[config.mk]
export PLATFORM = sky130hd
export DESIGN_NAME = frame_fetch
export DESIGN_NICKNAME = d
export VERILOG_FILES = /design/src/rtl/vga_pkg.sv /design/src/rtl/fetch_skid_buf.sv /design/src/rtl/frame_fetch.sv
export SDC_FILE = /design/constraint.sdc
export NUM_CORES = 1
export LEC_CHECK = 0
export ABC_AREA = 1
export CAP_MARGIN = 20
export CORE_MARGIN = 10
export CORE_UTILIZATION = 30
export DETAILED_ROUTE_END_ITERATION = 8
export PLACE_DENSITY = 0.54
export RECOVER_POWER = 100
export REMOVE_ABC_BUFFERS = 1
export SLEW_MARGIN = 10
export SYNTH_ARGS = -nofsm -noshare
export SYNTH_HDL_FRONTEND = slang
export SYNTH_HIERARCHICAL = 1
export SYNTH_SLANG_ARGS = --single-unit
[constraint.sdc]
create_clock -name clk_100mhz_buf -period 6.6 [get_ports clk_100mhz_buf]
set_input_delay 0.66 -clock clk_100mhz_buf [delete_from_list [all_inputs] [get_ports clk_100mhz_buf]]
set_output_delay 0.66 -clock clk_100mhz_buf [all_outputs]
set_load 0.01 [all_outputs]
[src/rtl/vga_pkg.sv]
// Shared VGA definitions: default resolution, colour index codes and the
// frame-fetch FSM state encoding.
package vga_pkg;

  localparam int H_RES_DEF    = 640;
  localparam int V_RES_DEF    = 480;
  localparam int FRAME_PIXELS = H_RES_DEF * V_RES_DEF;

  typedef enum logic [2:0] {
    BLACK  = 3'd0,
    GREEN  = 3'd1,
    BLUE   = 3'd2,
    RED    = 3'd3,
    TEAL   = 3'd4,
    GRAY   = 3'd5,
    WHITE  = 3'd6,
    GWHITE = 3'd7
  } cidx_e;

  typedef enum logic [1:0] {
    IDLE  = 2'd0,
    FETCH = 2'd1,
    DRAIN = 2'd2,
    DONE  = 2'd3
  } fetch_state_e;

endpackage

[src/rtl/fetch_skid_buf.sv]
// Two-entry skid FIFO holding colour indices between the frame-buffer read
// return and the pixel FIFO write port.
module fetch_skid_buf #(
  parameter int W = 3
) (
  input  logic         clk,
  input  logic         rst_n,
  input  logic         push,
  input  logic [W-1:0] push_data,
  input  logic         pop,
  output logic [W-1:0] head_data,
  output logic         full,
  output logic         empty,
  output logic [1:0]   count
);

  logic [W-1:0] mem_q [2];
  logic         rd_ptr_q, rd_ptr_d;
  logic         wr_ptr_q, wr_ptr_d;
  logic [1:0]   count_q, count_d;
  logic         do_push, do_pop;

  assign empty     = (count_q == 2'd0);
  assign full      = (count_q == 2'd2);
  assign count     = count_q;
  assign head_data = mem_q[rd_ptr_q];

  assign do_pop  = pop & ~empty;
  assign do_push = push & (~full | do_pop);

  // NOTE: every always_comb output gets a default before any branch, so no path leaves it unassigned and no latch is inferred.
  always_comb begin
    rd_ptr_d = rd_ptr_q;
    wr_ptr_d = wr_ptr_q;
    count_d  = count_q + 2'(do_push) - 2'(do_pop);
    if (do_pop)  rd_ptr_d = ~rd_ptr_q;
    if (do_push) wr_ptr_d = ~wr_ptr_q;
  end

  // NOTE: sequential state is updated with non-blocking assignments so all flops sample pre-edge values regardless of block order.
  always_ff @(posedge clk) begin
    if (!rst_n) begin
      rd_ptr_q <= 1'b0;
      wr_ptr_q <= 1'b0;
      count_q  <= 2'd0;
    end else begin
      rd_ptr_q <= rd_ptr_d;
      wr_ptr_q <= wr_ptr_d;
      count_q  <= count_d;
    end
  end

  // NOTE: storage is deliberately not reset; count_q alone qualifies which entries hold data.
  always_ff @(posedge clk) begin
    if (do_push) mem_q[wr_ptr_q] <= push_data;
  end

endmodule

[src/rtl/frame_fetch.sv]
// Raster-order frame-buffer fetcher feeding the VGA pixel FIFO with backpressure.
// Build option: FRAME_FETCH_TEST_PATTERN_EN replaces RAM reads with 8 colour bars.
module frame_fetch
  import vga_pkg::*;
#(
  parameter int H_RES  = H_RES_DEF,
  parameter int V_RES  = V_RES_DEF,
  parameter int ADDR_W = 19,
  parameter int CIDX_W = 3
) (
  input  logic              clk_100mhz_buf,
  input  logic              rst_n,
  input  logic              frame_start,
  output logic [ADDR_W-1:0] fb_addr,
  output logic              fb_rd,
  input  logic [CIDX_W-1:0] fb_rdata,
  input  logic              fifo_full,
  output logic              wr_en,
  output logic [CIDX_W-1:0] Wdata,
  output logic              busy,
  output logic              frame_done
);

  localparam int XW = (H_RES > 1) ? $clog2(H_RES) : 1;
  localparam int YW = (V_RES > 1) ? $clog2(V_RES) : 1;

  fetch_state_e      state_q, state_d;
  logic [XW-1:0]     x_q, x_d;
  logic [YW-1:0]     y_q, y_d;
  logic [ADDR_W-1:0] addr_q, addr_d;
  logic              inflight_q;

  logic              rd_issue;
  logic              last_pix;
  logic [2:0]        occ_next;
  logic [CIDX_W-1:0] push_data;
  logic [CIDX_W-1:0] skid_head;
  logic              skid_full, skid_empty;
  logic [1:0]        skid_count;

  // Occupancy net of this cycle's write, so reads keep streaming at 1 pixel/cycle
  // yet a full FIFO can never push more than two data into the skid buffer.
  assign occ_next = 3'(skid_count) + 3'(inflight_q) - 3'(wr_en);
  assign rd_issue = (state_q == FETCH) && !skid_full && (occ_next < 3'd2);
  assign last_pix = (x_q == XW'(H_RES - 1)) && (y_q == YW'(V_RES - 1));

  assign wr_en      = ~fifo_full & ~skid_empty;
  assign Wdata      = skid_empty ? '0 : skid_head;
  assign fb_addr    = addr_q;
  assign busy       = (state_q == FETCH) || (state_q == DRAIN);
  assign frame_done = (state_q == DONE);

`ifdef FRAME_FETCH_TEST_PATTERN_EN
  localparam int BAR_W = (H_RES >= 8) ? (H_RES / 8) : 1;

  logic [CIDX_W-1:0] pat_q, pat_d;

  // Pattern value travels with the pseudo-read so timing matches a RAM fetch.
  always_comb begin
    pat_d = pat_q;
    if (rd_issue) pat_d = CIDX_W'((int'(x_q) / BAR_W) % 8);
  end

  always_ff @(posedge clk_100mhz_buf) begin
    if (!rst_n) pat_q <= '0;
    else        pat_q <= pat_d;
  end

  assign fb_rd     = 1'b0;
  assign push_data = pat_q;
`else
  assign fb_rd     = rd_issue;
  assign push_data = fb_rdata;
`endif

  always_comb begin
    state_d = state_q;
    x_d     = x_q;
    y_d     = y_q;
    addr_d  = addr_q;
    case (state_q)
      IDLE: begin
        if (frame_start) begin
          state_d = FETCH;
          x_d     = '0;
          y_d     = '0;
          addr_d  = '0;
        end
      end
      FETCH: begin
        if (rd_issue) begin
          if (last_pix) begin
            state_d = DRAIN;
          end else begin
            addr_d = addr_q + ADDR_W'(1);
            if (x_q == XW'(H_RES - 1)) begin
              x_d = '0;
              y_d = y_q + YW'(1);
            end else begin
              x_d = x_q + XW'(1);
            end
          end
        end
      end
      DRAIN: begin
        if (occ_next == 3'd0) state_d = DONE;
      end
      DONE:    state_d = IDLE;
      default: state_d = IDLE;
    endcase
  end

  always_ff @(posedge clk_100mhz_buf) begin
    if (!rst_n) begin
      state_q    <= IDLE;
      x_q        <= '0;
      y_q        <= '0;
      addr_q     <= '0;
      inflight_q <= 1'b0;
    end else begin
      state_q    <= state_d;
      x_q        <= x_d;
      y_q        <= y_d;
      addr_q     <= addr_d;
      inflight_q <= rd_issue;
    end
  end

  fetch_skid_buf #(
    .W(CIDX_W)
  ) u_skid (
    .clk       (clk_100mhz_buf),
    .rst_n     (rst_n),
    .push      (inflight_q),
    .push_data (push_data),
    .pop       (wr_en),
    .head_data (skid_head),
    .full      (skid_full),
    .empty     (skid_empty),
    .count     (skid_count)
  );

endmodule

==> results.rst <==
.. list-table::
   :header-rows: 1

   * - Metric
     - Value
   * - Clock tree root driver cell
     - clkbuf_16
   * - Post-detailed-route count of antenna-violating nets
     - 0
   * - Routability congestion estimate from global placement
     - 0.821
   * - Final Hold Violating Endpoints
     - 0
   * - Maximum number of pins on one net before global-route repair
     - 32
   * - Total clock buffers created by CTS
     - 5
   * - Setup repair after global routing missed its margin
     - no
   * - DRC marker count from the first detailed-route iteration
     - 131
   * - Portion of synthesized cell area occupied by the leading cell type
     - 27.3%
   * - Startpoint-to-endpoint class of the critical path
     - primary input to flip-flop
   * - Post-CTS setup repair buffer count
     - 0
   * - Routed via count divided by cell count
     - 4.68
   * - Number of antenna violations at the first check in global routing
     - 0
   * - Maxcap violations
     - 1
   * - Critical path required time
     - 6.83 ns
   * - Post-synthesis cell area
     - 3380 um2
   * - Sinks on Clock Net
     - 52
   * - Synth area leaders
     - dfxtp_1 (27%), nand2_1 (18%), nor2_1 (11%)
   * - Die boundary width
     - 126 um
   * - Finished layout cell area
     - 3910 um2
   * - Commonest cells post-synth
     - nand2_1 (158), nor2_1 (97), inv_1 (67)
   * - Violations in the final reports
     - capacitance limit, slew limit
   * - Endpoint kind of the worst setup timing path
     - flip-flop
   * - Post-Syn Area per Cell
     - 6.32 um2
   * - EDFF count, synth
     - 6
   * - Clock network latency to the later pin of the worst-skew pair
     - 0.30 ns
   * - Clock Skew
     - 0.00865 ns
   * - Share of cells above drive strength 1
     - 5.36%
   * - Area growth from synthesis to layout
     - 15.7%
   * - TritonCTS clock tree
     - built
   * - Final hold slack
     - 0.497 ns
   * - Number of unique standard cell types used by synthesis
     - 32
   * - Fill cell total of the finished layout
     - 1184
   * - Worst Max-Slew Pin Slew
     - 1.67 ns
   * - Height of the die
     - 126 um
   * - Post-detailed-placement half-perimeter wirelength
     - 6270 um
   * - Area of the core
     - 10900 um2
   * - Yosys warning count
     - 6
   * - Maximum clock rate
     - 237 MHz
   * - Count of non-filler cells in the finished layout
     - 700
   * - Number of detailed-route iterations in the first pass
     - 4
   * - Result of the run
     - finished, violations left
   * - Ant diodes
     - 0
   * - Buffers on Ports
     - 32
   * - All-Layer GR Usage
     - 11.1%
   * - Number of instances in the placed design
     - 692
   * - Total number of placement rows
     - 38
   * - Final critical delay including setup and external delays
     - 4.22 ns
   * - Cell area after placement
     - 3790 um2
   * - Via count of the first global-routing pass
     - 3257
   * - Max-slew headroom
     - -11.9%
   * - Final slew viol count
     - 25
   * - Die outline area
     - 15900 um2
   * - Number of buffers between clock root and the deepest sink
     - 2
   * - Effective utilization at floorplan
     - 30.9%
   * - Remaining DRCs
     - 0
   * - Predominant post-synthesis flop cell
     - dfxtp_1
   * - Endpoint arrival time on the critical path
     - 4.44 ns
   * - Post-layout net count
     - 578
   * - GRT Residual Overflow
     - 0
   * - Setup TNS after final layout
     - 0 ns
   * - H-tree lvl count
     - 2
   * - Global-route wire length before repair
     - 15200 um
   * - Path category of the worst min-delay check
     - flip-flop to flip-flop
   * - Kind of start point of the critical path
     - primary input
   * - Number of hold buffers added after cts
     - 0
   * - Via count of the routed design
     - 3279
   * - Cell type with the highest aggregate area in the netlist
     - dfxtp_1
   * - Worst-path clk slew
     - 0.07 ns
   * - Asr flop ratio synth
     - 0%
   * - Number of register bits inferred by synthesis
     - 52
   * - Tcrit/Tclk final
     - 63.9%
   * - Crit-path cells
     - dlygate4sd3_1, nor2_1, ha_1, inv_1, ha_1, inv_1, fa_1, inv_1, nand2_1, nand2_1, nand3_1, nand2_1, o21ai_0, nor2_1, o21ai_0, nor2_1
   * - # setup viols final
     - 0
   * - Power density normalized to cell area
     - 320 nW/um2
   * - Mapped Cells
     - 534
   * - Static Leak
     - 1.61 nW
   * - Post-detailed-route wirelength per cell
     - 12.6 um
   * - Portion of the post-synthesis area used by sequential elements
     - 32.6%
   * - Post-CTS sizing
     - 0
   * - Final Routed Wirelength
     - 8850 um
   * - I/O pin count
     - 33
   * - Worst path slowest cell
     - nor2_1
   * - Worst Path Max Fanout
     - 24
   * - Count leader, synth
     - nand2_1
   * - Slowest stage delay, CP
     - 1.27 ns
   * - Largest voltage drop on the vdd net
     - 0.164 mV
## kinds of logic (layout without fill, tap and decap cells)
group	count (synthesis)	in the layout	share of synthesized area, %
compound gates	39	39	6.59
simple gates	338	338	43.6
fa+ha+maj	12	12	4.67
flops	52	52	32.6
mux	3	3	1.00
xor+xnor	3	3	0.778
buf+inv	87	113	10.7
## critical path, delay by kind of cell
kind                     cells  cell delay, ns
AND/OR/NAND/NOR              7            2.01
adder cells (fa/ha/maj)      3            0.76
buffers and inverters        4            0.69
AO/OA/AOI/OAI                2            0.30
## per-stage QoR
| stage | utilization [%] | total power, mW | worst slack, ns |
|---|---|---|---|
| finish | 35.7 | 1.25 | 2.38 |
| global placement | 34.7 | 1.01 | 2.64 |
| CTS | 36.0 | 1.30 | 2.77 |
| global route | 35.7 | 1.37 | 1.80 |
| detailed placement | 34.7 | 1.03 | 2.55 |
| floorplan | - | 0.825 | 3.37 |
## worst paths after layout
check | startpoint | end | slack, ns | depth (start not counted)
hold reg to reg | y_q[4]$_SDFFE_PN0P_ | y_q[4]$_SDFFE_PN0P_ | 0.50 | 2
hold / removal | y_q[4]$_SDFFE_PN0P_ | y_q[4]$_SDFFE_PN0P_ | 0.50 | 2
setup reg to reg | u_skid/count[1]$_SDFF_PN0_ | fb_addr[15]$_SDFFE_PN0P_ | 2.67 | 16
setup / recovery | fifo_full | fb_addr[15]$_SDFFE_PN0P_ | 2.38 | 16
## sequential cells by signal, indices dropped and copies added (netlist names), named ones only
| name | cells |
|---|---|
| inflight_q | 1 |
| u_skid/rd_ptr_q | 1 |
| u_skid/mem_q | 6 |
| x_q | 10 |
| fb_addr | 19 |
| y_q | 9 |
| u_skid/wr_ptr_q | 1 |
| state_q | 2 |
| u_skid/count | 2 |
## metal layers
layer	part of all wire [%]	track usage, %
met4	1.1	3.35
met5	0	0
met1	46	13.2
met3	5.1	3.10
met2	47	18.9
## power breakdown
part / internal (mW) / leakage (nW) / switching (mW)
sequential: 0.375 / 0.428 / 0.0647
clock: 0.139 / 0.0635 / 0.121
combinational: 0.182 / 1.12 / 0.368
total: 0.697 / 1.61 / 0.554
## layout by cell type (no fill, tap or decap)
| cell type | count |
|---|---|
| nand4_1 | 26 |
| clkinvlp_4 | 2 |
| dfxtp_1 | 46 |
| nand3_1 | 28 |
| a21oi_4 | 2 |
| o21ai_0 | 14 |
| clkbuf_16 | 5 |
| nor2_4 | 2 |
| inv_2 | 4 |
| clkdlybuf4s50_1 | 2 |
| mux2_2 | 3 |
| fa_1 | 1 |
| inv_1 | 67 |
| nor2_2 | 4 |
| nor2_1 | 99 |
| xor2_1 | 2 |
| dlygate4sd3_1 | 30 |
| or2_1 | 1 |
| nand2_1 | 159 |
| nand3_4 | 1 |
| buf_4 | 2 |
| and3_1 | 1 |
| o21bai_1 | 2 |
| nor3b_1 | 2 |
| edfxtp_1 | 6 |
| nor3_1 | 10 |
| nand2_2 | 5 |
| a21oi_1 | 21 |
| xnor2_1 | 1 |
| clkinv_1 | 1 |
| ha_1 | 11 |
## cell type report
| cell class | count | area [um2] | share of cell area [%] |
|---|---|---|---|
| Multi-Input combinational cell | 395 | 1890 | 48.3 |
| Clock buffer | 5 | 125 | 3.20 |
| Tap cell | 140 | 175 | 4.48 |
| Inverter | 71 | 267 | 6.82 |
| Clock inverter | 3 | 18.8 | 0.480 |
| Sequential cell | 52 | 1100 | 28.2 |
| Timing Repair Buffer | 34 | 335 | 8.58 |
Power figures use the tool's default switching activity.
